--- config.mk ---
export PLATFORM = sky130hd
export DESIGN_NAME = alu_sched_flat
export DESIGN_NICKNAME = d
export VERILOG_FILES = /design/src/rtl/cpu_pkg.sv /design/src/rtl/alu_sched_if.sv /design/src/rtl/rr_arb2.sv /design/src/rtl/alu_sched.sv /design/src/flat_wrapper.sv
export SDC_FILE = /design/constraint.sdc
export NUM_CORES = 1
export LEC_CHECK = 0
export ABC_CLOCK_PERIOD_IN_PS = 1900
export CORE_MARGIN = 2
export CORE_UTILIZATION = 41
export CTS_CLUSTER_DIAMETER = 120
export CTS_CLUSTER_SIZE = 40
export DETAILED_ROUTE_END_ITERATION = 7
export PLACE_DENSITY = 0.73
export SETUP_SLACK_MARGIN = 0.15
export SYNTH_ARGS = -nofsm -noshare
export SYNTH_HDL_FRONTEND = slang
export SYNTH_HIERARCHICAL = 1
export SYNTH_SLANG_ARGS = --single-unit
--- constraint.sdc ---
create_clock -name CLK -period 1.9 [get_ports CLK]
set_input_delay 0.38 -clock CLK [delete_from_list [all_inputs] [get_ports CLK]]
set_output_delay 0.38 -clock CLK [all_outputs]
set_load 0.05 [all_outputs]
--- src/rtl/cpu_pkg.sv ---
// cpu_pkg: opcode constants and scheduler state encoding shared by alu_sched.
// State MUL exists only when ALU_SCHED_MUL_EN is defined.
package cpu_pkg;
  localparam logic [2:0] OP_FWD = 3'b000;
  localparam logic [2:0] OP_ADD = 3'b001;
  localparam logic [2:0] OP_AND = 3'b010;
  localparam logic [2:0] OP_OR  = 3'b011;
  localparam logic [2:0] OP_MUL = 3'b100;
  typedef enum logic [2:0] {
    IDLE,
    ISSUE,
    SETTLE,
`ifdef ALU_SCHED_MUL_EN
    CAPTURE,
    MUL
`else
    CAPTURE
`endif
  } state_e;
endpackage

--- src/rtl/alu_sched_if.sv ---
// alu_sched_if: requester, response and shared-ALU signals of the scheduler.
interface alu_sched_if;
  logic       REQ0, REQ1;
  logic [7:0] D1_0, D2_0, D1_1, D2_1;
  logic [2:0] SEL0, SEL1;
  logic       GNT0, GNT1;
  logic [7:0] ALU_DATA1, ALU_DATA2;
  logic [2:0] ALU_SELECT;
  logic [7:0] ALU_RESULT;
  logic       ALU_ZERO;
  logic [7:0] RESULT;
  logic       ZERO, RESP_ID, RESP_VALID, ERR, BUSY;
  modport slave (
    input  REQ0, REQ1, D1_0, D2_0, D1_1, D2_1, SEL0, SEL1, ALU_RESULT, ALU_ZERO,
    output GNT0, GNT1, ALU_DATA1, ALU_DATA2, ALU_SELECT, RESULT, ZERO, RESP_ID,
           RESP_VALID, ERR, BUSY
  );
  modport master (
    output REQ0, REQ1, D1_0, D2_0, D1_1, D2_1, SEL0, SEL1, ALU_RESULT, ALU_ZERO,
    input  GNT0, GNT1, ALU_DATA1, ALU_DATA2, ALU_SELECT, RESULT, ZERO, RESP_ID,
           RESP_VALID, ERR, BUSY
  );
endinterface

--- src/rtl/rr_arb2.sv ---
// rr_arb2: two-way round-robin arbiter; i_last names the requester granted last.
module rr_arb2 (
  input  logic       i_req0,
  input  logic       i_req1,
  input  logic       i_last,
  output logic [1:0] o_gnt
);
  assign o_gnt[0] = i_req0 & (~i_req1 | i_last);
  assign o_gnt[1] = i_req1 & (~i_req0 | ~i_last);
endmodule

--- src/rtl/alu_sched.sv ---
// alu_sched: schedules two requesters onto one shared ALU with settle timing.
// Macro ALU_SCHED_MUL_EN adds opcode 100 (multiply by repeated ALU add).
module alu_sched
  import cpu_pkg::*;
#(
  parameter int SETTLE_CYC = 1
) (
  input logic        CLK,
  input logic        RESET,
  alu_sched_if.slave bus
);
  localparam logic [3:0] SET_LOAD = 4'(SETTLE_CYC - 1);
  state_e     r_state;
  logic       r_gnt0, r_gnt1, r_gid, r_id, r_rv, r_err, r_zero, r_last;
  logic [7:0] r_d1, r_d2, r_res, r_a1, r_a2;
  logic [2:0] r_sel, r_asel;
  logic [3:0] r_set;
  logic [1:0] w_gnt;
`ifdef ALU_SCHED_MUL_EN
  logic [7:0] r_acc;
`endif
  rr_arb2 u_arb (.i_req0(bus.REQ0), .i_req1(bus.REQ1), .i_last(r_last), .o_gnt(w_gnt));
  assign bus.GNT0       = r_gnt0;
  assign bus.GNT1       = r_gnt1;
  assign bus.ALU_DATA1  = r_a1;
  assign bus.ALU_DATA2  = r_a2;
  assign bus.ALU_SELECT = r_asel;
  assign bus.RESULT     = r_res;
  assign bus.ZERO       = r_zero;
  assign bus.RESP_ID    = r_id;
  assign bus.RESP_VALID = r_rv;
  assign bus.ERR        = r_err;
  assign bus.BUSY       = r_state != IDLE;
  always_ff @(posedge CLK or posedge RESET) begin
    if (RESET) begin
      r_state <= IDLE;
      r_gnt0  <= 1'b0;
      r_gnt1  <= 1'b0;
      r_gid   <= 1'b0;
      r_id    <= 1'b0;
      r_rv    <= 1'b0;
      r_err   <= 1'b0;
      r_zero  <= 1'b0;
      r_last  <= 1'b1;
      r_d1    <= '0;
      r_d2    <= '0;
      r_res   <= '0;
      r_a1    <= '0;
      r_a2    <= '0;
      r_sel   <= '0;
      r_asel  <= '0;
      r_set   <= '0;
`ifdef ALU_SCHED_MUL_EN
      r_acc   <= '0;
`endif
    end else begin
      r_gnt0 <= 1'b0;
      r_gnt1 <= 1'b0;
      r_rv   <= 1'b0;
      r_err  <= 1'b0;
      case (r_state)
        IDLE: if (|w_gnt) begin
          r_gnt0  <= w_gnt[0];
          r_gnt1  <= w_gnt[1];
          r_last  <= w_gnt[1];
          r_gid   <= w_gnt[1];
          r_d1    <= w_gnt[1] ? bus.D1_1 : bus.D1_0;
          r_d2    <= w_gnt[1] ? bus.D2_1 : bus.D2_0;
          r_sel   <= w_gnt[1] ? bus.SEL1 : bus.SEL0;
`ifdef ALU_SCHED_MUL_EN
          r_acc   <= '0;
`endif
          r_state <= ISSUE;
        end
        ISSUE: begin
`ifdef ALU_SCHED_MUL_EN
          // r_d2 doubles as the remaining-iteration count; zero here only on entry
          if (r_sel == OP_MUL) begin
            if (r_d2 == '0) begin
              r_res   <= '0;
              r_zero  <= 1'b1;
              r_id    <= r_gid;
              r_rv    <= 1'b1;
              r_state <= IDLE;
            end else begin
              r_a1    <= r_acc;
              r_a2    <= r_d1;
              r_asel  <= OP_ADD;
              r_set   <= SET_LOAD;
              r_state <= SETTLE;
            end
          end else
`endif
          if (r_sel > OP_OR) begin
            r_res   <= '0;
            r_zero  <= 1'b1;
            r_err   <= 1'b1;
            r_id    <= r_gid;
            r_rv    <= 1'b1;
            r_state <= IDLE;
          end else begin
            r_a1    <= r_d1;
            r_a2    <= r_d2;
            r_asel  <= r_sel;
            r_set   <= SET_LOAD;
            r_state <= SETTLE;
          end
        end
        SETTLE: begin
          r_set   <= r_set - 4'd1;
          r_state <= r_set == '0 ? CAPTURE : SETTLE;
        end
        CAPTURE: begin
`ifdef ALU_SCHED_MUL_EN
          if (r_sel == OP_MUL) begin
            r_acc   <= bus.ALU_RESULT;
            r_d2    <= r_d2 - 8'd1;
            r_state <= MUL;
          end else
`endif
          begin
            r_res   <= bus.ALU_RESULT;
            r_zero  <= bus.ALU_ZERO;
            r_id    <= r_gid;
            r_rv    <= 1'b1;
            r_state <= IDLE;
          end
        end
`ifdef ALU_SCHED_MUL_EN
        MUL: if (r_d2 == '0) begin
          r_res   <= r_acc;
          r_zero  <= r_acc == '0;
          r_id    <= r_gid;
          r_rv    <= 1'b1;
          r_state <= IDLE;
        end else begin
          r_state <= ISSUE;
        end
`endif
        default: r_state <= IDLE;
      endcase
    end
  end
endmodule

--- src/flat_wrapper.sv ---
// flat-port wrapper written by rule: the top's interface ports become plain ports
module alu_sched_flat import cpu_pkg::*;
#(
  parameter int SETTLE_CYC = 1
)
  (CLK, RESET, bus_REQ0, bus_REQ1, bus_D1_0, bus_D2_0, bus_D1_1, bus_D2_1, bus_SEL0, bus_SEL1, bus_ALU_RESULT, bus_ALU_ZERO, bus_GNT0, bus_GNT1, bus_ALU_DATA1, bus_ALU_DATA2, bus_ALU_SELECT, bus_RESULT, bus_ZERO, bus_RESP_ID, bus_RESP_VALID, bus_ERR, bus_BUSY);
  alu_sched_if bus_i ();
  input logic CLK;
  input logic RESET;
  input wire logic [$bits(bus_i.REQ0)-1:0] bus_REQ0;
  input wire logic [$bits(bus_i.REQ1)-1:0] bus_REQ1;
  input wire logic [$bits(bus_i.D1_0)-1:0] bus_D1_0;
  input wire logic [$bits(bus_i.D2_0)-1:0] bus_D2_0;
  input wire logic [$bits(bus_i.D1_1)-1:0] bus_D1_1;
  input wire logic [$bits(bus_i.D2_1)-1:0] bus_D2_1;
  input wire logic [$bits(bus_i.SEL0)-1:0] bus_SEL0;
  input wire logic [$bits(bus_i.SEL1)-1:0] bus_SEL1;
  input wire logic [$bits(bus_i.ALU_RESULT)-1:0] bus_ALU_RESULT;
  input wire logic [$bits(bus_i.ALU_ZERO)-1:0] bus_ALU_ZERO;
  output wire logic [$bits(bus_i.GNT0)-1:0] bus_GNT0;
  output wire logic [$bits(bus_i.GNT1)-1:0] bus_GNT1;
  output wire logic [$bits(bus_i.ALU_DATA1)-1:0] bus_ALU_DATA1;
  output wire logic [$bits(bus_i.ALU_DATA2)-1:0] bus_ALU_DATA2;
  output wire logic [$bits(bus_i.ALU_SELECT)-1:0] bus_ALU_SELECT;
  output wire logic [$bits(bus_i.RESULT)-1:0] bus_RESULT;
  output wire logic [$bits(bus_i.ZERO)-1:0] bus_ZERO;
  output wire logic [$bits(bus_i.RESP_ID)-1:0] bus_RESP_ID;
  output wire logic [$bits(bus_i.RESP_VALID)-1:0] bus_RESP_VALID;
  output wire logic [$bits(bus_i.ERR)-1:0] bus_ERR;
  output wire logic [$bits(bus_i.BUSY)-1:0] bus_BUSY;
  assign bus_i.REQ0 = bus_REQ0;
  assign bus_i.REQ1 = bus_REQ1;
  assign bus_i.D1_0 = bus_D1_0;
  assign bus_i.D2_0 = bus_D2_0;
  assign bus_i.D1_1 = bus_D1_1;
  assign bus_i.D2_1 = bus_D2_1;
  assign bus_i.SEL0 = bus_SEL0;
  assign bus_i.SEL1 = bus_SEL1;
  assign bus_i.ALU_RESULT = bus_ALU_RESULT;
  assign bus_i.ALU_ZERO = bus_ALU_ZERO;
  assign bus_GNT0 = bus_i.GNT0;
  assign bus_GNT1 = bus_i.GNT1;
  assign bus_ALU_DATA1 = bus_i.ALU_DATA1;
  assign bus_ALU_DATA2 = bus_i.ALU_DATA2;
  assign bus_ALU_SELECT = bus_i.ALU_SELECT;
  assign bus_RESULT = bus_i.RESULT;
  assign bus_ZERO = bus_i.ZERO;
  assign bus_RESP_ID = bus_i.RESP_ID;
  assign bus_RESP_VALID = bus_i.RESP_VALID;
  assign bus_ERR = bus_i.ERR;
  assign bus_BUSY = bus_i.BUSY;
  alu_sched #(.SETTLE_CYC(SETTLE_CYC)) u_core (.CLK(CLK), .RESET(RESET), .bus(bus_i));
endmodule
==> flow_summary.yaml <==
run_status:
  status: "completed"
cells_and_area:
  area_growth_pct: 42.95
  diodes: 0
  num-fill-cells: 527
  fin_area_um2: 3740
  layout.nets: 321
  drive_above_1_share_pct: 33.70
yosys:
  syn-mean-instance-area_um2: 15.12
  ys_warn_count: 6
  synth_area_um2: 2616
  ys_dominant_reg_cell: "dfrtp_1"
  synthCells: 173
  ys_seq_area_share_pct: 57.44
  async_flop_share_pct: 100.0
  synth_edf_count: 0
  ys_seq_elements: 60
  synthDistinctLibCells: 26
  syn_nets: 226
floorplanning:
  io_pins: 85
  dieArea_um2: 7036
  row_count: 29
  initial_core_util_pct: 41.68
  core_um2: 6277
  die_x_um: 83.88
  die_height_um: 83.88
global_routing:
  grt_use_total_pct: 15.38
  grt_pass1_wl_um: 8452
  grt_pass1_vias: 1705
  grt_overflow: 0
  antenna_found_initial: 0
  grt_start_max_net_pins: 61
clocking:
  numCtsBuffers: 9
  cts_setup_buffers: 0
  cts_buffer_depth: 2
  hold_buffers: 0
  clock_sink_count: 60
  cts.htree.levels: 3
  postCtsResizedCells: 29
  clk_pin_slew_ns: 0.07
  cts_tree: "done"
  cts_root_buf: "clkbuf_8"
  clk_latency_ns: 0.33
setup_path:
  worstSetupEndpointType: "flop"
  required_ns: 2.11
  worstPathArrival_ns: 1.91
  path_max_fanout: 10
  r2r_setup_slack_ns: 0.29
  critPathKind: "in -> reg"
  crit_path_start: "bus_REQ1"
  cp-start-kind: "input pin"
  r2r-start: "u_core/r_last"
place:
  gp_congestion: 0.6805
  post-place-ws_ns: -0.1325
  post_dp_cell_area_um2: 3583
  dp_hpwl_um: 3482
  numPortBuffers: 84
sta:
  finalSetupViolations: 0
  max_slew_margin_pct: 66.75
  fin_crit_sh_pct: 89.47
  tightestPinTransition_ns: 0.5007
  finalCriticalPeriod_ns: 1.700
  setup_ws_ns: 0.2000
  setup_tns_ns: 0
  slew_viol_final: 0
  hold_viol: 0
  grt_setup_unrepaired: "yes"
  fin_worst_skew_ns: 0.009625
  fmax_ghz: 0.5882
route:
  wirelength_um: 4993
  vias: 1668
  drt_first_pass_iters: 4
  ant_nets: 0
  via_per_inst: 4.766
  drc: 0
  post_drt_wl_per_cell_um: 14.27
  drt-initial-drc-count: 85
pwr:
  ir_drop_mv: 1.267
  fin_total_pwr_uw: 6694
  power_density_nw_per_um2: 1790
  p_leak_uw: 0.001766
worst_hold_path:
  hold_path_class: "in -> async"
flow_run:
  cap_violations: 0
==> sequential cells by signal, summed over array words and instances (netlist names), 2 cells and up <==
register               cells
u_core/r_d2                8
u_core/bus.ALU_DATA2       8
u_core/r_sel               3
u_core/r_d1                8
u_core/r_state             2
u_core/bus.ALU_SELECT      3
u_core/r_set               4
u_core/bus.RESULT          8
u_core/bus.ALU_DATA1       8
==> report_power, final <==
group          total, µW  internal, µW  leakage [µW]  switching, µW
Clock               1110           605     0.0000962            507
Sequential          2230          1890      0.000730            340
Combinational       3350          1460      0.000939           1890
Total               6690          3950       0.00177           2740
==> cells in the final DEF, fill, tap and decap left out, types with 3 or more instances in the layout <==
master	synthesis	final
dfrtp_1	59	59
clkdlybuf4s50_1	0	50
mux2_2	38	38
dlygate4sd2_1	0	29
mux2_4	19	19
buf_4	0	11
a22o_1	10	10
clkbuf_8	0	9
inv_1	8	7
buf_12	0	3
mux2i_1	3	3
nand2_1	3	3
==> critical path, stage by stage <==
cell and delay [ns]:
clkdlybuf4s50_1 0.48, a21boi_2 0.20, buf_4 0.23, mux2_2 0.36, mux2_4 0.26
==> Yosys cell counts, types with 2 or more instances <==
cell type  number  area (µm²)
a21o_1          2       15.01
a22o_1         10       87.58
and2_1          2       12.51
buf_2           5       25.02
buf_6           4       45.04
dfrtp_1        59        1476
ha_1            2       25.02
inv_1           8       30.03
mux2_2         38       427.9
mux2_4         19       285.3
mux2i_1         3       30.03
nand2_1         3       11.26
nand2b_1        2       12.51
nor2_1          2       7.510
nor2b_1         2       12.51
o21ai_0         2       10.01
==> kinds of logic after synthesis <==
family,count (synthesis),share of synthesized area [%]
simple gates,15,3.635
compound gates,19,5.739
flops,60,57.44
buf+inv,17,3.826
fa+ha+maj,2,0.9563
mux,60,28.41
==> per-stage QoR <==
stage	instances	hold WS, ns	utilization (%)
3_3_place_gp	334	0.4625	57.09
2_1_floorplan	173	0.4454	-
5_1_grt	350	0.4974	59.58
6_report	350	0.4736	59.58
3_5_place_dp	334	0.4750	57.09
4_1_cts	350	0.4725	59.58
==> layout make-up <==
type	count	area, µm²	share of cell area [%]
clock buffers	10	127.6	3.412
clock inverters	6	65.06	1.740
inverters	8	33.78	0.9033
multi-input cells	96	1017	27.20
flip-flops and latches	60	1503	40.18
well taps	77	96.34	2.576
repair buffers	93	897.1	23.99
==> routing by layer <==
metal	vias up	track usage (%)	share of wire (%)	wire (µm)
li1	800	-	-	-
met1	804	20.31	45	2263
met2	59	23.78	47	2324
met3	5	5.242	7.2	360
met4	0	5.279	0.88	44
met5	-	0	0	0
==> path summary, 6_finish.rpt <==
kind,to,cells past startpoint
max,u_core/r_d1[7],5
min,u_core/bus.ALU_DATA2[2],3
max reg2reg,u_core/r_sel[0],5
min reg2reg,u_core/bus.ZERO,2
max in group asynchronous,u_core/r_last,3
min in group CLK,u_core/bus.ZERO,2
Power figures use the tool's default switching activity.
